==> src/rtl/uart_tx_seq_if.sv <==
// Byte-producer / TX-shifter signal bundle for uart_tx_seq.
// master: the side that supplies bytes and observes the shifter controls
// (producer or testbench).
// slave: the sequencer itself.
interface uart_tx_seq_if;
  logic [7:0] tx_data;
  logic       tx_valid;
  logic       tx_ready;
  logic [7:0] sh_data;
  logic       sh_start;
  logic [3:0] sh_cnt;
  logic       sh_bit_en;
  logic       busy;
  logic       frame_done;

  modport master (
    output tx_data, tx_valid,
    input  tx_ready, sh_data, sh_start, sh_cnt, sh_bit_en, busy, frame_done
  );

  modport slave (
    input  tx_data, tx_valid,
    output tx_ready, sh_data, sh_start, sh_cnt, sh_bit_en, busy, frame_done
  );
endinterface

==> src/rtl/uart_tx_seq.sv <==
// UART TX sequencer: accepts bytes on a valid/ready handshake and drives the
// start/cnt/bit-enable controls of an 8-bit LSB-first TX shifter for a
// 10-bit frame (start, D0..D7, stop).
// Optional feature: define UART_TX_FIFO_EN to insert a FIFO_DEPTH-entry input
// FIFO; frames are then chained back to back while the FIFO holds data.
module uart_tx_seq #(
  parameter int CLKS_PER_BIT = 10416,
  parameter int FIFO_DEPTH   = 4
) (
  input logic         clk,
  input logic         rstn,
  uart_tx_seq_if.slave bus
);

  localparam int DIV_W = (CLKS_PER_BIT > 2) ? $clog2(CLKS_PER_BIT) : 1;

  // Parameter sanity: a bit slot needs at least two cycles, FIFO depth >= 1.
  if (CLKS_PER_BIT < 2) begin : g_bad_clks
    $error("uart_tx_seq: CLKS_PER_BIT must be at least 2");
  end
  if (FIFO_DEPTH < 1) begin : g_bad_depth
    $error("uart_tx_seq: FIFO_DEPTH must be at least 1");
  end

  typedef enum logic [1:0] {IDLE, START, DATA, STOP} state_t;

  state_t           state, state_nxt;
  logic [DIV_W-1:0] div, div_nxt;
  logic [3:0]       bitcnt, bitcnt_nxt;
  logic [7:0]       sh_data;
  logic             load;
  logic             last_tick;

  // Byte source seen by the FSM: either the handshake directly or the FIFO head.
  logic             src_valid;
  logic [7:0]       src_data;
  logic             chain_en;

`ifdef UART_TX_FIFO_EN
  localparam int PTR_W = (FIFO_DEPTH > 1) ? $clog2(FIFO_DEPTH) : 1;
  localparam int CNT_W = PTR_W + 1;

  if ((FIFO_DEPTH < 2) || ((FIFO_DEPTH & (FIFO_DEPTH - 1)) != 0)) begin : g_bad_pow2
    $error("uart_tx_seq: FIFO_DEPTH must be a power of 2, at least 2");
  end

  logic [7:0]       mem [FIFO_DEPTH];
  logic [PTR_W-1:0] wr_ptr, rd_ptr;
  logic [CNT_W-1:0] count;
  logic             full, empty, push;

  assign full      = (count == CNT_W'(FIFO_DEPTH));
  assign empty     = (count == '0);
  assign push      = bus.tx_valid && !full;
  assign src_valid = !empty;
  assign src_data  = mem[rd_ptr];
  assign chain_en  = 1'b1;

  assign bus.tx_ready = !full;
  assign bus.busy     = (state != IDLE) || !empty;

  // FIFO pointers and occupancy; pointers wrap naturally (power-of-2 depth).
  always_ff @(posedge clk or negedge rstn) begin
    if (!rstn) begin
      wr_ptr <= '0;
      rd_ptr <= '0;
      count  <= '0;
    end else begin
      if (push) wr_ptr <= wr_ptr + PTR_W'(1);
      if (load) rd_ptr <= rd_ptr + PTR_W'(1);
      count <= count + CNT_W'(push) - CNT_W'(load);
    end
  end

  // FIFO storage is data only, so it carries no reset.
  always_ff @(posedge clk) begin
    if (push) mem[wr_ptr] <= bus.tx_data;
  end
`else
  assign src_valid = bus.tx_valid;
  assign src_data  = bus.tx_data;
  assign chain_en  = 1'b0;

  assign bus.tx_ready = (state == IDLE);
  assign bus.busy     = (state != IDLE);
`endif

  assign last_tick = (div == DIV_W'(CLKS_PER_BIT - 1));

  // State, baud divider, bit counter and latched byte.
  always_ff @(posedge clk or negedge rstn) begin
    if (!rstn) begin
      state   <= IDLE;
      div     <= '0;
      bitcnt  <= '0;
      sh_data <= 8'h00;
    end else begin
      state  <= state_nxt;
      div    <= div_nxt;
      bitcnt <= bitcnt_nxt;
      if (load) sh_data <= src_data;
    end
  end

  // Next-state logic: slot transitions happen on the last divider cycle.
  always_comb begin
    state_nxt  = state;
    bitcnt_nxt = bitcnt;
    load       = 1'b0;
    if (state == IDLE || last_tick) div_nxt = '0;
    else                            div_nxt = div + DIV_W'(1);

    unique case (state)
      IDLE: begin
        if (src_valid) begin
          load      = 1'b1;
          state_nxt = START;
        end
      end
      START: begin
        if (last_tick) begin
          bitcnt_nxt = 4'd8;
          state_nxt  = DATA;
        end
      end
      DATA: begin
        if (last_tick) begin
          bitcnt_nxt = bitcnt - 4'd1;
          if (bitcnt == 4'd1) state_nxt = STOP;
        end
      end
      STOP: begin
        if (last_tick) begin
          if (chain_en && src_valid) begin
            load      = 1'b1;
            state_nxt = START;
          end else begin
            state_nxt = IDLE;
          end
        end
      end
      default: state_nxt = IDLE;
    endcase
  end

  // Shifter controls decoded from registered state only.
  assign bus.sh_data    = sh_data;
  assign bus.sh_start   = (state == START);
  assign bus.sh_cnt     = (state == DATA) ? bitcnt : 4'd0;
  assign bus.sh_bit_en  = (state != IDLE) && (div == '0);
  assign bus.frame_done = (state == STOP) && last_tick;

endmodule

==> src/flat_wrapper.sv <==
// flat-port wrapper written by rule: the top's interface ports become plain ports
module uart_tx_seq_flat 
#(
  parameter int CLKS_PER_BIT = 10416,
  parameter int FIFO_DEPTH   = 4
)
  (clk, rstn, bus_tx_data, bus_tx_valid, bus_tx_ready, bus_sh_data, bus_sh_start, bus_sh_cnt, bus_sh_bit_en, bus_busy, bus_frame_done);
  uart_tx_seq_if bus_i ();
  input logic clk;
  input logic rstn;
  input wire logic [$bits(bus_i.tx_data)-1:0] bus_tx_data;
  input wire logic [$bits(bus_i.tx_valid)-1:0] bus_tx_valid;
  output wire logic [$bits(bus_i.tx_ready)-1:0] bus_tx_ready;
  output wire logic [$bits(bus_i.sh_data)-1:0] bus_sh_data;
  output wire logic [$bits(bus_i.sh_start)-1:0] bus_sh_start;
  output wire logic [$bits(bus_i.sh_cnt)-1:0] bus_sh_cnt;
  output wire logic [$bits(bus_i.sh_bit_en)-1:0] bus_sh_bit_en;
  output wire logic [$bits(bus_i.busy)-1:0] bus_busy;
  output wire logic [$bits(bus_i.frame_done)-1:0] bus_frame_done;
  assign bus_i.tx_data = bus_tx_data;
  assign bus_i.tx_valid = bus_tx_valid;
  assign bus_tx_ready = bus_i.tx_ready;
  assign bus_sh_data = bus_i.sh_data;
  assign bus_sh_start = bus_i.sh_start;
  assign bus_sh_cnt = bus_i.sh_cnt;
  assign bus_sh_bit_en = bus_i.sh_bit_en;
  assign bus_busy = bus_i.busy;
  assign bus_frame_done = bus_i.frame_done;
  uart_tx_seq #(.CLKS_PER_BIT(CLKS_PER_BIT), .FIFO_DEPTH(FIFO_DEPTH)) u_core (.clk(clk), .rstn(rstn), .bus(bus_i));
endmodule
==> config.mk <==
export PLATFORM = sky130hd
export DESIGN_NAME = uart_tx_seq_flat
export DESIGN_NICKNAME = d
export VERILOG_FILES = /design/src/rtl/uart_tx_seq_if.sv /design/src/rtl/uart_tx_seq.sv /design/src/flat_wrapper.sv
export SDC_FILE = /design/constraint.sdc
export NUM_CORES = 1
export LEC_CHECK = 0
export BUFFER_PORTS_ARGS = -buffer_cell sky130_fd_sc_hd__buf_4
export CORE_UTILIZATION = 56
export CTS_BUF_LIST = sky130_fd_sc_hd__clkbuf_4 sky130_fd_sc_hd__clkbuf_8
export CTS_CLUSTER_DIAMETER = 30
export DETAILED_ROUTE_END_ITERATION = 6
export GPL_ROUTABILITY_DRIVEN = 0
export PLACE_DENSITY = 0.81
export RECOVER_POWER = 25
export SLEW_MARGIN = 30
export SYNTH_ARGS = -nofsm -noshare
export SYNTH_HDL_FRONTEND = slang
export SYNTH_SLANG_ARGS = --single-unit
==> constraint.sdc <==
create_clock -name clk -period 2.9 [get_ports clk]
set_input_delay 0.145 -clock clk [delete_from_list [all_inputs] [get_ports clk]]
set_output_delay 0.145 -clock clk [all_outputs]
set_load 0.005 [all_outputs]
======== After elaboration in Yosys (flattened, before gate mapping) ========
Cells that the tools add are included.
word-level totals
  register bits ........................... 28
  output and inout port bits .............. 17
  input bits .............................. 11
cells by class
  muxes and demuxes ....................... 13
  eq/ne operators ......................... 10
  $add $sub $neg .......................... 2
  reduce and logical (&&, ||, !) cells .... 9
operators by type and width
  kind                   count
  $add 14x1->14 const B  1
  $eq 14x14->1 const B   1
  $logic_not 14->1       1
  $mux 14                1
  $mux 4                 3
  $mux 2                 5
  $ne 2x1->1 const B     4
  $pmux 2 s4             1
  $pmux 4 s2             1
  $reduce_and 5->1       1
  $eq 2x2->1 const B     2
  $eq 4x1->1 const B     1
  $reduce_bool 2->1      2
  $sub 4x1->4 const B    1
  $reduce_and 3->1       1
  $eq 2x1->1 const B     1
  $logic_and 1x1->1      2
  $logic_not 2->1        1
  $mux 1                 2
  $ne 2x2->1 const B     1
  $logic_or 1x1->1       1

======== Longest topological paths before layout ========
Gate-level depths: netlist of run 1.
  word-level depth ........................ 4
  gate-level depth with buffers ........... 6

======== Worst setup path after synthesis of run 1 ========
Ideal clock, no wire load.
  path type ............................... flip-flop to flip-flop
  from .................................... reg u_core.div[8]
  to ...................................... reg u_core.state[1]
  library setup time ...................... 0.127 ns
  stages on the path, launching flop included .. 5
  arrival ................................. 1.917 ns
  setup slack ............................. 0.855 ns
  clock period less this slack ............ 2.045 ns
  path through ............................ dfrtp_1 > or4_4 > nor4_4 > o221a_2 > mux2_1
on the way
  longest elaborated chain between the ends .. 3
RTL lines
  what                          line               text
  from (decl)                   uart_tx_seq.sv:28  logic [DIV_W-1:0] div, div_nxt;
  from (signal assigned)        uart_tx_seq.sv:99  div <= div_nxt;
  $eq 14x14->1 *                uart_tx_seq.sv:88  assign last_tick = (div == DIV_W'(CLKS_PER_BIT - 1));
  $ne 2x1->1 (no line)          n/a
  $reduce_and 5->1 (no line) *  n/a
  to (signal assigned)          uart_tx_seq.sv:98  state <= state_nxt;
  to (decl)                     uart_tx_seq.sv:27  state_t state, state_nxt;
Mark *: on every way between the ends. The rest lies on a longest branch, timed or not.
A chain may end at the register's enable or synchronous reset.

======== Final worst setup path of run 1 ========
  from .................................... reg u_core.div[9]
  to ...................................... out bus_frame_done
on the way
  longest elaborated chain between the ends .. 2
RTL lines
  what               line                text
  $eq 14x14->1       uart_tx_seq.sv:88
  $logic_and 1x1->1  uart_tx_seq.sv:151  assign bus.frame_done = (state == STOP) && last_tick;
  to (decl)          flat_wrapper.sv:19  output wire logic [$bits(bus_i.frame_done)-1:0] bus_frame_done;
No other way between the ends.

==> results.toml, run 1 <==
[synth]
synth.yosys.seq_area_share = 0.487
ys.flop_type = "dfrtp_1"
synth_xor_area_frac = 0.0730
synth.largest_area_cell = "dfrtp_1"
syn_inst = 136
synth_top_area_share = 0.487
ys_top_cells_by_area = "dfrtp_1, ha_1, mux2_2"
yosys.area_share.adder = 0.0696
synth.avg_cell_area_sq_um = 10.6
synth_seq_cells = 28
synth-simple-area-share = 0.211
synthMuxAreaShare = 0.0704
synth_cell_types = 29
synth-compound-area-share = 0.0470
syn_area_sq_um = 1440
synthTopCellsByCount = "dfrtp_1, nor2_1, inv_1"
synthArstFlopShare = 1.00
synth_most_common_cell = "dfrtp_1"
synth_top_family_by_area = "simple AND/OR/NAND/NOR gates"
synth_warnings = 0
syn-num-nets = 155
synth-edff-count = 0

[floorplan]
dieArea_sq_um = 2780
start_util = 0.586
pin_count = 28
placeableCoreArea_sq_um = 2450
die_w_um = 52.7
die_h_um = 52.7
rows = 18

[timing]
max_freq_ghz = 0.442
post-route-period-util = 0.781
final_max_slew_viol_count = 0
grt_setup_unrepaired = "false"
fin_crit_ps = 2260
hold_violations = 0
worst_pin_slew_ps = 1460
setup_viol = 0
slew_headroom = 0.0241
fin_tns_setup_ps = 0
finClkSkew_ps = 5.71
fin_ws_ps = 637

[clock_tree]
cts_buffers = 3
cts.htree.levels = 1
clock_latency_ps = 320
clock-root-buffer = "clkbuf_4"
clock_tree.buffer_depth = 2
path_clk_slew_ps = 140
post_cts_resize_count = 0
cts_tree = "yes"
clock_sink_count = 28

[global_route]
grtUsageTotal = 0.237
use_met2 = 0.386
grt-busiest-layer = "met2"
use_met1 = 0.293
antenna_found_initial = 0
grt_pass1_vias = 1104
grt_pass1_wl_um = 4750
grt.overflow.total = 0
grt_max_degree = 29
use_met3 = 0.0580

[place]
portBuffers = 27
dp_hpwl_um = 2090
place_inst = 190
post-place-ws_ps = 711

[route]
post_drt_wl_per_cell_um = 14.3
initialDrtViolationCount = 16
first_pass_iters = 5
vias_per_cell = 5.60
postRouteAntennaNets = 0
drt-total-wl_um = 2790
drc = 0
routed-via-count = 1092

[setup_path]
rrSetupSlack_ps = 670
critPathArrivalTime_ps = 2120
cp-start-kind = "flip-flop"
timing.rr.end = "u_core.state[1]"
crit_path_max_fanout = 9
crit_required_ps = 2760
reg2reg_depth = 4
startpoint = "u_core.div[9]"
endpoint_kind = "primary output"
timing.rr.start = "u_core.div[9]"
critPathKind = "flip-flop to primary output"

[power_and_ir_drop]
power_density_nw_per_um2 = 758
peakVddDrop_uv = 492
leakage_nw = 0.794

[cells_and_area]
area_growth_pct = 18.6
post_layout_nonfiller_instances = 195
layout.nets = 185
fillerInstances = 195
n_antenna_cell = 0
drive_gt1_frac = 0.267

[job]
drv_cap = 0

[worst_hold_path]
hold_path_class = "input pin to flip-flop"
timing.hold.worst_path_depth = 2
hold_start = "bus_tx_data[7]"
whs_endpoint = "u_core.bus.sh_data[7]"

[run_status]
outcome = "finished, final reports clean"
critical path, cell delays in order (launching register included):
cell	delay, ps
dfrtp_1	470
or4_4	560
nor4_4	480
and2_1	200
buf_4	100
flip-flops by register name, indices dropped and copies added, names as in the netlist:
name / flops
u_core.state: 2
u_core.div: 14
u_core.bus.sh_data: 8
u_core.bitcnt: 4
power breakdown:
group | total [mW] | switching, mW | internal, mW | leakage, nW
registers | 0.574 | 0.0830 | 0.491 | 0.365
clock network | 0.185 | 0.108 | 0.0768 | 0.0210
logic | 0.535 | 0.252 | 0.283 | 0.408
metrics by stage:
| stage | utilization | hold slack (ps) | instance area [sq um] | power (mW) |
|---|---|---|---|---|
| after global placement | 0.678 | 76.4 | 1660 | 1.09 |
| after global routing | 0.695 | 22.8 | 1710 | 1.40 |
| after detailed placement | 0.678 | 82.4 | 1660 | 1.12 |
| after CTS | 0.697 | 32.3 | 1710 | 1.31 |
| after floorplan | - | -151 | 1440 | 0.889 |
| final | 0.695 | 41.5 | 1710 | 1.29 |
layout make-up:
cell class                      count  area (sq um)  area share
Clock buffer                        4          36.3      0.0213
Inverter                           12          45.0      0.0264
Multi-Input combinational cell     93           678       0.397
Sequential cell                    28           701       0.411
Tap cell                           30          37.5      0.0220
Timing Repair Buffer               28           209       0.122
cells in the final DEF (no fill, tap or decap), types with 2 or more instances in the layout:
cell and instances:
xnor2_1 7, and2_1 4, nor3_1 5, nor4_1 3
ha_1 8, nor2_1 17, o221a_2 2, nand3_1 6
buf_4 26, nand4_1 6, xor2_1 5, clkbuf_4 3
and4_1 2, dfrtp_1 28, inv_1 12, or2_2 2
mux2_2 8, nand2_1 7
per-layer routing:
metal | vias up | part of all wire
li1 | 525 | -
met1 | 530 | 0.46
met2 | 31 | 0.49
met3 | 6 | 0.042
met4 | 0 | 0.0097
met5 | - | 0
how the worst max path moves through the flow:
stage	end	slack (ps)	cells past startpoint
floorplan	u_core.state[1]	860	4
global placement	u_core.state[1]	760	4
detailed placement	u_core.state[1]	710	4
CTS	bus_frame_done	630	4
global route	bus_frame_done	550	4
finish	bus_frame_done	640	4
cells by family (layout without fill, tap and decap cells):
kind of cell | count (synthesis) | after routing
compound gates | 8 | 8
buf+inv | 15 | 44
flops | 28 | 28
fa+ha+maj | 8 | 8
mux | 9 | 9
simple gates | 56 | 56
xor+xnor | 12 | 12
timing repair:
| action | in CTS | in global routing |
|---|---|---|
| hold buffers | 1 | 0 |
| setup buffers | 0 | 0 |
| endpoints found under the hold margin | 28 | 0 |
(Power assumes the default switching activity.)
==> inputs of run 2 (changes only) <==
- ABC_AREA: unset -> 1
- CORE_UTILIZATION: 56 -> 57
- clock period: 2.9 -> 2.1 ns (I/O delays scaled with it)
==> run 2 against run 1 <==
  * Clock skew increased by 2.3 ps
  * Clock power increased by 25%
  * Cell count increased by 30%
  * Non-clock buffer count increased by 6
  * The flow now finishes with violations (max-capacitance violations, max-slew violations)
  * Core utilization increased by 5.1 points
  * Design area increased by 11%
  * Global-route usage increased by 2.7 points
  * Sequential share of layout area decreased by 4.2 points
  * Critical path depth increased by 2
==> results.toml, run 2 <==
[timing]
slew_headroom = -0.00315
worst_pin_slew_ps = 1500
hold_violations = 0
post-route-period-util = 0.861
finClkSkew_ps = 8.00
fin_crit_ps = 1810
max_freq_ghz = 0.553
setup_viol = 0
fin_tns_setup_ps = 0
final_max_slew_viol_count = 28
grt_setup_unrepaired = "false"

[clock_tree]
clock_latency_ps = 340
clock_tree.buffer_depth = 2
path_clk_slew_ps = 140
cts_buffers = 3
cts.htree.levels = 1
clock_sink_count = 28
post_cts_buffers = 0
clock-root-buffer = "clkbuf_4"
cts_tree = "yes"

[cells_and_area]
regMostFlops = "u_core.div"
final_cell_mix = "nand2_1, inv_1, nor2_1, dfrtp_1, buf_4"
n_antenna_cell = 0
layout.nets = 244
reg.largest.list = "u_core.div (14), u_core.bus.sh_data (8), u_core.bitcnt (4)"
fillerInstances = 184
mostFrequentLayoutCell = "nand2_1"
area_growth_pct = 20.6
largest_register_ffs = 14
drive_gt1_frac = 0.247

[power_and_ir_drop]
leakage_nw = 0.966
power_density_nw_per_um2 = 963
peakVddDrop_uv = 860
fin_total_pwr_mw = 1.83

[synth]
synth.largest_area_cell = "dfrtp_1"
ys_top_cells_by_area = "dfrtp_1, nand2_1, inv_1"
synth_cell_types = 27
synth.yosys.seq_area_share = 0.445
syn_area_sq_um = 1580
synth-compound-area-share = 0.0453
syn-num-nets = 206
synth_seq_cells = 28
synth-edff-count = 0
yosys.area_share.adder = 0.0635
synth.avg_cell_area_sq_um = 8.42
synth_warnings = 0
synth_top_family_by_area = "simple AND/OR/NAND/NOR gates"
synth_top_area_share = 0.445
ys.flop_type = "dfrtp_1"
synthArstFlopShare = 1.00
synth_most_common_cell = "nand2_1"
synth_xor_area_frac = 0.0222
synth-simple-area-share = 0.293
synthMuxAreaShare = 0.0572
syn_inst = 187
synthTopCellsByCount = "nand2_1, dfrtp_1, inv_1, nor2_1"

[global_route]
grtUsageTotal = 0.264
grt_max_degree = 29
grt.overflow.total = 0
grt_pass1_vias = 1263
grt_pass1_wl_um = 5460
antenna_found_initial = 0

[setup_path]
cp-start-kind = "flip-flop"
crit_family = "simple AND/OR/NAND/NOR gates"
cp_slowest_cell = "dfrtp_1"
endpoint_kind = "primary output"
crit_chain = "inv_1, ha_1, nor4_1, nand2_1, nor3_1, buf_4"
crit_required_ps = 2000
worst-path-buf-inv = 2
crit_path_max_fanout = 4
max_stage_delay_ps = 430
rrSetupSlack_ps = 540
critPathArrivalTime_ps = 1700
critPathKind = "flip-flop to primary output"

[route]
routed-via-count = 1370
first_pass_iters = 5
post_drt_wl_per_cell_um = 13.3
drc = 0
postRouteAntennaNets = 0
vias_per_cell = 5.42
drt-total-wl_um = 3360
initialDrtViolationCount = 51

[run_status]
violations = "max-capacitance violations, max-slew violations"
outcome = "finished with violations"

[place]
dp_hpwl_um = 2410
portBuffers = 27

[floorplan]
die_h_um = 54.6
rows = 18
dieArea_sq_um = 2980
start_util = 0.619
placeableCoreArea_sq_um = 2540
pin_count = 28
die_w_um = 54.6

[job]
drv_cap = 1

[worst_hold_path]
hold_path_class = "input pin to flip-flop"
-- run 2: per-layer routing --
metal | GRT usage | up-vias | wire, um
met3 | 0.0444 | 9 | 257
li1 | - | 664 | -
met4 | 0.0812 | 0 | 56
met5 | 0 | - | 0
met2 | 0.453 | 65 | 1650
met1 | 0.337 | 632 | 1390
-- run 2: timing repair --
item / CTS / global route
hold endpoints to repair: 33 / 1
gates resized for setup: 0 / 0
hold buffers: 6 / 1
-- run 2: cell families after synthesis --
family,count (synthesis)
AND/OR/NAND/NOR,99
buffers and inverters,30
flip-flops,28
AO/OA/AOI/OAI,10
multiplexers,8
adder cells (fa/ha/maj),8
XOR/XNOR,4
-- run 2: power breakdown --
group,total [mW],switching [mW],internal (mW)
Clock,0.231,0.164,0.0677
Combinational,0.829,0.429,0.400
Sequential,0.769,0.101,0.667
Total,1.83,0.694,1.14
-- run 2: metrics by stage --
step / utilization / instances / cell area, sq um / hold slack [ps] / setup WS [ps]
final: 0.746 / 253 / 1900 / 8.09 / 292
after global routing: 0.746 / 253 / 1900 / 0.159 / 201
after CTS: 0.744 / 252 / 1890 / 2.13 / 319
after detailed placement: 0.711 / 243 / 1810 / 40.1 / 582
after global placement: 0.711 / 243 / 1810 / 39.6 / 650
after floorplan: - / 187 / 1580 / -191 / 733
-- run 2: final timing paths --
check / end / cells after the start / from
setup / recovery: bus_sh_bit_en / 6 / u_core.state[0]
hold / removal: u_core.bus.sh_data[5] / 2 / bus_tx_data[5]
setup reg to reg: u_core.bus.sh_data[1] / 4 / u_core.state[0]
hold reg to reg: u_core.div[0] / 1 / u_core.div[0]
max in group asynchronous: u_core.bus.sh_data[6] / 2 / rstn
min in group asynchronous: u_core.div[8] / 2 / rstn
-- run 2: layout make-up --
class                   count  area (sq um)  area share
multi-input cells         129           758       0.399
flip-flops and latches     28           701       0.369
repair buffers             34           269       0.142
inverters                  29           111      0.0586
well taps                  30          37.5      0.0198
clock buffers               3          22.5      0.0119
